<file path="config.mk">
export PLATFORM = sky130hd
export DESIGN_NAME = uart_tx_param
export DESIGN_NICKNAME = d
export VERILOG_FILES = /design/src/rtl/uart_tx_param.sv
export SDC_FILE = /design/constraint.sdc
export NUM_CORES = 1
export LEC_CHECK = 0
export BUFFER_PORTS_ARGS = -buffer_cell sky130_fd_sc_hd__buf_2
export CAP_MARGIN = 20
export CORE_ASPECT_RATIO = 1.1
export CORE_MARGIN = 8
export CORE_UTILIZATION = 35
export DETAILED_ROUTE_END_ITERATION = 10
export SKIP_CTS_REPAIR_TIMING = 1
export SYNTH_ARGS = -nofsm -noshare
export SYNTH_HDL_FRONTEND = slang
export SYNTH_SLANG_ARGS = --single-unit
</file>
<file path="constraint.sdc">
create_clock -name clk -period 5.43 [get_ports clk]
set_input_delay 1.086 -clock clk [delete_from_list [all_inputs] [get_ports clk]]
set_output_delay 1.086 -clock clk [all_outputs]
set_load 0.02 [all_outputs]
</file>
<file path="src/rtl/uart_tx_param.sv">
// uart_tx_param: FIFO-buffered UART transmitter with runtime divisor,
// optional parity and one or two stop bits.
module uart_tx_param #(
  parameter int DATA_BITS  = 8,
  parameter int FIFO_DEPTH = 4,
  parameter int DIV_W      = 16
) (
  input  logic                          clk,
  input  logic                          reset_n,
  input  logic                          tx_valid,
  output logic                          tx_ready,
  input  logic [DATA_BITS-1:0]          tx_data,
  input  logic [DIV_W-1:0]              cfg_div,
  input  logic [1:0]                    cfg_parity,
  input  logic                          cfg_stop2,
  output logic                          uart_txd,
  output logic                          busy,
  output logic [$clog2(FIFO_DEPTH):0]   fifo_count
);

  localparam int AW = $clog2(FIFO_DEPTH);
  localparam int CW = AW + 1;
  localparam int BW = $clog2(DATA_BITS);
  localparam logic [BW-1:0] LAST = BW'(DATA_BITS - 1);

  localparam logic [2:0] IDLE   = 3'd0;
  localparam logic [2:0] START  = 3'd1;
  localparam logic [2:0] DATA   = 3'd2;
  localparam logic [2:0] PARITY = 3'd3;
  localparam logic [2:0] STOP   = 3'd4;

  logic [DATA_BITS-1:0] mem_q [FIFO_DEPTH];
  logic [AW-1:0]        wr_ptr_q, wr_ptr_d;
  logic [AW-1:0]        rd_ptr_q, rd_ptr_d;
  logic [CW-1:0]        count_q, count_d;

  logic [2:0]           state_q, state_d;
  logic [DIV_W-1:0]     div_q, div_d;
  logic [DIV_W-1:0]     cnt_q, cnt_d;
  logic [BW-1:0]        bit_q, bit_d;
  logic [DATA_BITS-1:0] shreg_q, shreg_d;
  logic                 par_en_q, par_en_d;
  logic                 par_bit_q, par_bit_d;
  logic                 stop2_q, stop2_d;
  logic                 stop_idx_q, stop_idx_d;
  logic                 txd_q, txd_d;

  logic                 push, pop, nonempty;
  logic                 tick, last_stop;
  logic [DATA_BITS-1:0] head;
  logic [DIV_W-1:0]     div_eff;

  assign nonempty   = (count_q != '0);
  assign tx_ready   = (count_q < CW'(FIFO_DEPTH)) && reset_n;
  assign push       = tx_valid && tx_ready;
  assign head       = mem_q[rd_ptr_q];
  assign div_eff    = (cfg_div < DIV_W'(2)) ? DIV_W'(2) : cfg_div;
  assign tick       = (cnt_q == '0);
  assign last_stop  = !stop2_q || stop_idx_q;
  assign pop        = nonempty &&
                      ((state_q == IDLE) ||
                       ((state_q == STOP) && tick && last_stop));

  assign uart_txd   = txd_q;
  assign busy       = (state_q != IDLE) || nonempty;
  assign fifo_count = count_q;

  // FIFO storage; occupancy bookkeeping lives in the pointer block.
  always_ff @(posedge clk) begin
    if (push) mem_q[wr_ptr_q] <= tx_data;
  end

  // FIFO pointer and occupancy next-state.
  always_comb begin
    wr_ptr_d = wr_ptr_q;
    rd_ptr_d = rd_ptr_q;
    count_d  = count_q;
    if (push) wr_ptr_d = wr_ptr_q + AW'(1);
    if (pop)  rd_ptr_d = rd_ptr_q + AW'(1);
    unique case ({push, pop})
      2'b10:   count_d = count_q + CW'(1);
      2'b01:   count_d = count_q - CW'(1);
      default: count_d = count_q;
    endcase
  end

  // Frame sequencer: bit timing, shifting, parity and stop handling.
  always_comb begin
    state_d    = state_q;
    div_d      = div_q;
    cnt_d      = cnt_q;
    bit_d      = bit_q;
    shreg_d    = shreg_q;
    par_en_d   = par_en_q;
    par_bit_d  = par_bit_q;
    stop2_d    = stop2_q;
    stop_idx_d = stop_idx_q;
    txd_d      = txd_q;

    if (state_q != IDLE)
      cnt_d = tick ? (div_q - DIV_W'(1)) : (cnt_q - DIV_W'(1));

    unique case (state_q)
      IDLE: begin
        txd_d = 1'b1;
        cnt_d = '0;
      end
      START: begin
        if (tick) begin
          state_d = DATA;
          bit_d   = '0;
          txd_d   = shreg_q[0];
          shreg_d = shreg_q >> 1;
        end
      end
      DATA: begin
        if (tick) begin
          if (bit_q == LAST) begin
            bit_d = '0;
            if (par_en_q) begin
              state_d = PARITY;
              txd_d   = par_bit_q;
            end else begin
              state_d    = STOP;
              stop_idx_d = 1'b0;
              txd_d      = 1'b1;
            end
          end else begin
            bit_d   = bit_q + BW'(1);
            txd_d   = shreg_q[0];
            shreg_d = shreg_q >> 1;
          end
        end
      end
      PARITY: begin
        if (tick) begin
          state_d    = STOP;
          stop_idx_d = 1'b0;
          txd_d      = 1'b1;
        end
      end
      STOP: begin
        if (tick) begin
          if (!last_stop) begin
            stop_idx_d = 1'b1;
          end else begin
            state_d = IDLE;
            txd_d   = 1'b1;
          end
        end
      end
      default: begin
        state_d = IDLE;
        cnt_d   = '0;
        txd_d   = 1'b1;
      end
    endcase

    if (pop) begin
      state_d    = START;
      div_d      = div_eff;
      cnt_d      = div_eff - DIV_W'(1);
      bit_d      = '0;
      shreg_d    = head;
      par_en_d   = cfg_parity[0] ^ cfg_parity[1];
      par_bit_d  = (^head) ^ cfg_parity[1];
      stop2_d    = cfg_stop2;
      stop_idx_d = 1'b0;
      txd_d      = 1'b0;
    end
  end

  // State registers with synchronous active-low reset.
  always_ff @(posedge clk) begin
    if (!reset_n) begin
      wr_ptr_q   <= '0;
      rd_ptr_q   <= '0;
      count_q    <= '0;
      state_q    <= IDLE;
      div_q      <= '0;
      cnt_q      <= '0;
      bit_q      <= '0;
      shreg_q    <= '0;
      par_en_q   <= 1'b0;
      par_bit_q  <= 1'b0;
      stop2_q    <= 1'b0;
      stop_idx_q <= 1'b0;
      txd_q      <= 1'b1;
    end else begin
      wr_ptr_q   <= wr_ptr_d;
      rd_ptr_q   <= rd_ptr_d;
      count_q    <= count_d;
      state_q    <= state_d;
      div_q      <= div_d;
      cnt_q      <= cnt_d;
      bit_q      <= bit_d;
      shreg_q    <= shreg_d;
      par_en_q   <= par_en_d;
      par_bit_q  <= par_bit_d;
      stop2_q    <= stop2_d;
      stop_idx_q <= stop_idx_d;
      txd_q      <= txd_d;
    end
  end

endmodule
</file>
# --- Word-level counts from Yosys, hierarchy flattened ---
# Memory sizes are Yosys's and may differ from the RTL's. A register that Yosys moved wholly into a read port is not among the register bits.
# Index checks and enable logic that the tools add are counted.
word_totals:
  memories: 1
  mem_bits_rw: 32
  word_cells: 123
  regBits: 58
  in_bits: 30
mem_list:
  columns: ["memory", "depth", "width", "rd", "rd_clocked_by_memory_dff", "write_ports", "line_no", "source"]
  rows:
  - ["mem_q", 4, 8, 1, 1, 1, "32", "logic [DATA_BITS-1:0] mem_q [FIFO_DEPTH];"]
classes:
  n_eq_ne: 24
  addsub: 8
  n_lt_le_gt_ge: 2
  mux: 44
  reduce_logical: 26
  bitwise: 4
op_table:
  columns: ["cell", "count"]
  rows:
  - ["16-bit two-way mux", 5]
  - ["16-bit by 1-bit subtractor with 16-bit output, second input constant", 3]
  - ["8-bit two-way mux", 4]
  - ["3-bit two-way mux", 10]
  - ["3-bit inequality test, second input constant", 7]
  - ["7-bit AND reduction", 3]
  - ["2-bit inequality test, second input constant", 9]
  - ["1-bit two-way mux", 17]
  - ["16-bit zero test", 1]
  - ["16-bit by 2-bit less-than comparator with 1-bit output, second input constant", 1]
  - ["8-bit case mux with 2 select lines", 1]
  - ["3-bit case mux with 5 select lines", 1]
  - ["3-bit case mux with 2 select lines", 2]
  - ["3-bit nonzero test", 4]
  - ["8-bit XOR reduction", 1]
  - ["3-bit by 1-bit adder with 3-bit output, second input constant", 2]
  - ["3-bit by 2-bit == test with 1-bit output, second input constant", 2]
  - ["3-bit == test, second input constant", 2]
  - ["1-bit logical AND", 5]
  - ["5-bit AND reduction", 1]
  - ["2-bit by 1-bit adder with 2-bit output, second input constant", 2]
  - ["2-bit two-way mux", 2]
  - ["1-bit case mux with 4 select lines", 1]
  - ["4-bit AND reduction", 1]
  - ["16 further kinds", 21]

# --- Logic depth before layout (Yosys ltp) ---
logic_depth:
  depth_word: 7
  mapped_depth: 14
  depth_no_buf: 11

# --- Worst setup path before layout ---
# Ideal clock, no wire load.
synth_path:
  kind: "input -> register"
  start: "input cfg_div[3]"
  end: "register cnt_q[10]"
  arrival_time_ps: 3306
  setup_ps: 127
  slack_ps: 1997
  n_path_buf: 1
  cell_stages: 10
  cell_sequence: "buf_2 > or4_4 > or2_1 > o31ai_2 > ha_1 > nand2b_1 > or3_1 > nor3_1 > xnor2_1 > o22ai_1"
synth_between:
  elab_chain_len: 4
synth_rtl:
  columns: ["item", "line_no", "source"]
  rows:
  - ["from (decl)", "13", "input logic [DIV_W-1:0] cfg_div,"]
  - ["16-bit by 2-bit less-than comparator with 1-bit output", "57", "assign div_eff = (cfg_div < DIV_W'(2)) ? DIV_W'(2) : cfg_div;"]
  - ["16-bit two-way mux (*)", "57", null]
  - ["16-bit by 1-bit subtractor with 16-bit output (*)", "162", "cnt_d = div_eff - DIV_W'(1);"]
  - ["16-bit two-way mux (*)", "159", "if (pop) begin"]
  - ["to (signal assigned)", "195", "cnt_q <= cnt_d;"]
  - ["to (decl)", "39", "logic [DIV_W-1:0] cnt_q, cnt_d;"]
# Every way passes the cells marked *; elsewhere a longest branch is shown, timed or not.
# A chain may end at the register's enable or synchronous reset.

# --- Final worst setup path ---
layout_path:
  start: "register cnt_q[0]"
  end: "register cnt_q[4]"
layout_between:
  elab_chain_len: 6
  elab_cells_between_ends: 11
  cone_classes: "1 x add/sub; 1 x eq/ne; 4 x mux; 5 x reduce/logical"
layout_rtl:
  columns: ["item"]
  rows:
  - ["branches (longest 6 deep; another with 16-bit by 1-bit subtractor with 16-bit output)"]
# Several ways; the timed one is not identified. The select of a mux whose other input is x is not followed.

==> out/results.ini <==
[sta]
setup_total_negative_slack_ps=0
rsz0062_at_grt=no
relSlewSlack_pct=47.2
fin_crit_sh_pct=70.4
worst_hold_slack_ps=458
final.setup_skew_ps=7.24
total_setup_violations_reported_at_the_end_of_the_flow=0
drv_slew=0
finalCriticalPeriod_ps=3820
timing.final.hold_violations=0
worst-slew-pin-transition_ps=786
fmaxAchievable_mhz=262

[floorplanning]
dieHeight_um=140
placement_rows=45
floorplan.core_area_um2=13700
die-area_um2=18000
die_w_um=129
top_level_ports=36
initial_cell_density_of_the_core_pct=35.5

[routing]
wire_per_inst_um=16.5
drc_marker_count_from_the_first_detailed_route_iteration=192
detailedRoute.firstPassIterationCount=4
detailroute.via_count=3741
remaining_drc_errors=0
viasPerCell=5.32
drt.antenna.violating_nets=0
routed_wirelength_um=11600

[yosys]
ys_async_sr_fraction_pct=0
post-synth-top-area-cell=dfxtp_1
syn-instance-count=485
post_synth_instance_area_um2=4880
syn_nets=525
yosysUniqueCellTypes=71
post_synth_edffs=32
synth.top_cell.area_share_pct=24.6
dominantRegCellSynth=dfxtp_1
synthesis.yosys.warnings=0
synth_area_per_cell_um2=10.1
portion_of_the_post_synthesis_area_used_by_sequential_elements_pct=44.3
synth.cells.most_frequent=60 x dfxtp_1, 50 x nand2_1, 37 x nor2_1
leading_cell_type_by_number_of_instances_after_synthesis=dfxtp_1
biggest_area_contributors_in_the_synthesized_netlist=dfxtp_1 25%, edfxtp_1 20%, xnor2_1 4.1%
synth_seq_cells=92

[worst_setup_path]
path_buf_inv=0
reg2reg_from=cnt_q[0]$_SDFFE_PN0P_
worst_path_max_delay_cell=nor2_2
critical_path.cell_chain=nor4_1 > nand4_1 > nor2_2 > a21oi_1 > ha_1 > or3b_1 > a31oi_1 > mux2_4 > a2111oi_2 > o21a_1
end_kind=flip-flop
critPathTopFamily=simple AND/OR/NAND/NOR gates
worst_ep_required_time_ps=5730
crit_path_start_kind=flip-flop
worstSetupPathType=reg2reg
worst_setup_path_startpoint=cnt_q[0]$_SDFFE_PN0P_
critical_path.max_fanout=12
worst-endpoint-arrival_ps=4120
max_stage_delay_ps=720

[pwr]
power_per_cell_area_nw_per_um2=669
power_leakage_nw=1.95
clock_power_share_pct=18.5
internal_power_w=0.00201
pwr-share-seq_pct=30.3
max-vdd-ir-drop_mv=0.279
p_sw_share_pct=45.3
netSwitchingPower_w=0.00166
relative_contribution_of_combinational_cells_to_total_power_pct=51.3

[final_layout]
area_delta_synth_final_pct=12.6
fill_cells=1368
multi_input_logic_area_um2=2520
antenna_cells=0
area.sequential_um2=2160
layout.nets=550
post_route_cells_drive_above_1_share_pct=17.1

[clocking]
clock_tree_from_tritoncts=done
clkLatencyLatePin_ps=350
path_clk_slew_ps=70
cts_num_sinks=92
root_buffer=clkbuf_16
cts-root-to-sink-buffers=2
tritoncts.num_buffers=9
cts.htree.levels=3

[global_routing]
globalRouteOverflowTotal=0
via_count_of_the_first_global_routing_pass=3870
number_of_antenna_violations_at_the_first_check_in_global_routing=0
grt_first_pass_wirelength_um=19200
grt_start_max_net_pins=50
grtUsageTotal_pct=13.6

[flow_run]
max-cap-violations=0

[hold_path]
hold_path.startpoint=shreg_q[5]$_SDFFE_PN0P_
hold_class=reg2reg

[run_status]
status=completed

[place]
finalWeightedCongestion=0.906
portBuffers=35
place_hpwl_um=8460

-- registers in the layout (all words and copies together), names as in the netlist, named ones only --
register,count
par_en_q,1
cnt_q,16
wr_ptr_q,2
stop_idx_q,1
state_q,3
stop2_q,1
shreg_q,8
par_bit_q,1
bit_q,3
fifo_count,3
mem_q,32
div_q,16
uart_txd,1
rd_ptr_q,2
-- cells in the final DEF (no fill, tap or decap), types with 9 or more instances in the layout --
| cell | instances |
|---|---|
| nand2_1 | 50 |
| dfxtp_1 | 60 |
| buf_2 | 35 |
| nor2b_1 | 9 |
| clkbuf_16 | 9 |
| xor2_1 | 11 |
| a21boi_1 | 22 |
| nor3_1 | 15 |
| o22ai_1 | 9 |
| a21oi_1 | 17 |
| xnor2_1 | 23 |
| nor2_1 | 37 |
| edfxtp_1 | 32 |
| ha_1 | 9 |
| a22oi_1 | 10 |
| o21ai_0 | 9 |
| inv_1 | 13 |
-- path summary, 6_finish.rpt --
path                        endpoint  slack (ps)  depth (start not counted)
min          shreg_q[5]$_SDFFE_PN0P_         460                          2
max reg2reg    cnt_q[4]$_SDFFE_PN0P_        1610                         10
min reg2reg  shreg_q[5]$_SDFFE_PN0P_         460                          2
max            cnt_q[4]$_SDFFE_PN0P_        1610                         10
-- power groups by stage --
stage	clock [W]	combinational, W	sequential, W
after CTS	0.000690	0.00189	0.00111
after floorplan	0	0.00160	0.00103
after global placement	0	0.00185	0.00112
final	0.000679	0.00188	0.00111
after global routing	0.000724	0.00209	0.00114
after detailed placement	0	0.00188	0.00112
-- routing by layer --
layer,vias to the layer above,wire length (µm),global-route usage (%)
met5,-,0,0
met2,78,5790,22.6
li1,1833,-,-
met1,1816,5030,15.8
met3,14,533,3.02
met4,0,254,7.43
-- worst reg2reg max path, cell delays in order, from the launching register on --
cell       delay [ps]
dfxtp_1           350
nor4_1            430
nand4_1           680
nor2_2            730
a21oi_1           180
ha_1              240
or3b_1            270
a31oi_1            90
mux2_4            340
a2111oi_2         320
o21a_1            150
-- stage by stage --
step	total power, W	util (%)	std cells	area [µm²]	setup WS [ps]
3_5_place_dp	0.00300	37.7	687	5170	1660
2_1_floorplan	0.00263	-	485	4880	2000
6_report	0.00367	40.0	703	5500	1610
4_1_cts	0.00369	40.0	703	5500	1650
5_1_grt	0.00395	40.0	703	5500	1400
3_3_place_gp	0.00297	37.7	687	5170	1690
-- area by class of cell --
class	count	area share, %
clock buffer	9	4.10
clock inverter	7	1.78
inverter	14	0.956
multi-input combinational	355	45.9
sequential	92	39.3
tap	188	4.28
timing repair buffer	38	3.60
-- cell families after synthesis --
group / share of synthesized area [%]
DFF: 44.3
AOI/OAI and AO/OA: 17.7
muxes: 4.20
xor gates and xnor gates: 6.10
and+or+nand+nor: 21.0
buffers and inverters: 3.97
adders and majority gates: 2.72
Power figures use the tool's default switching activity.
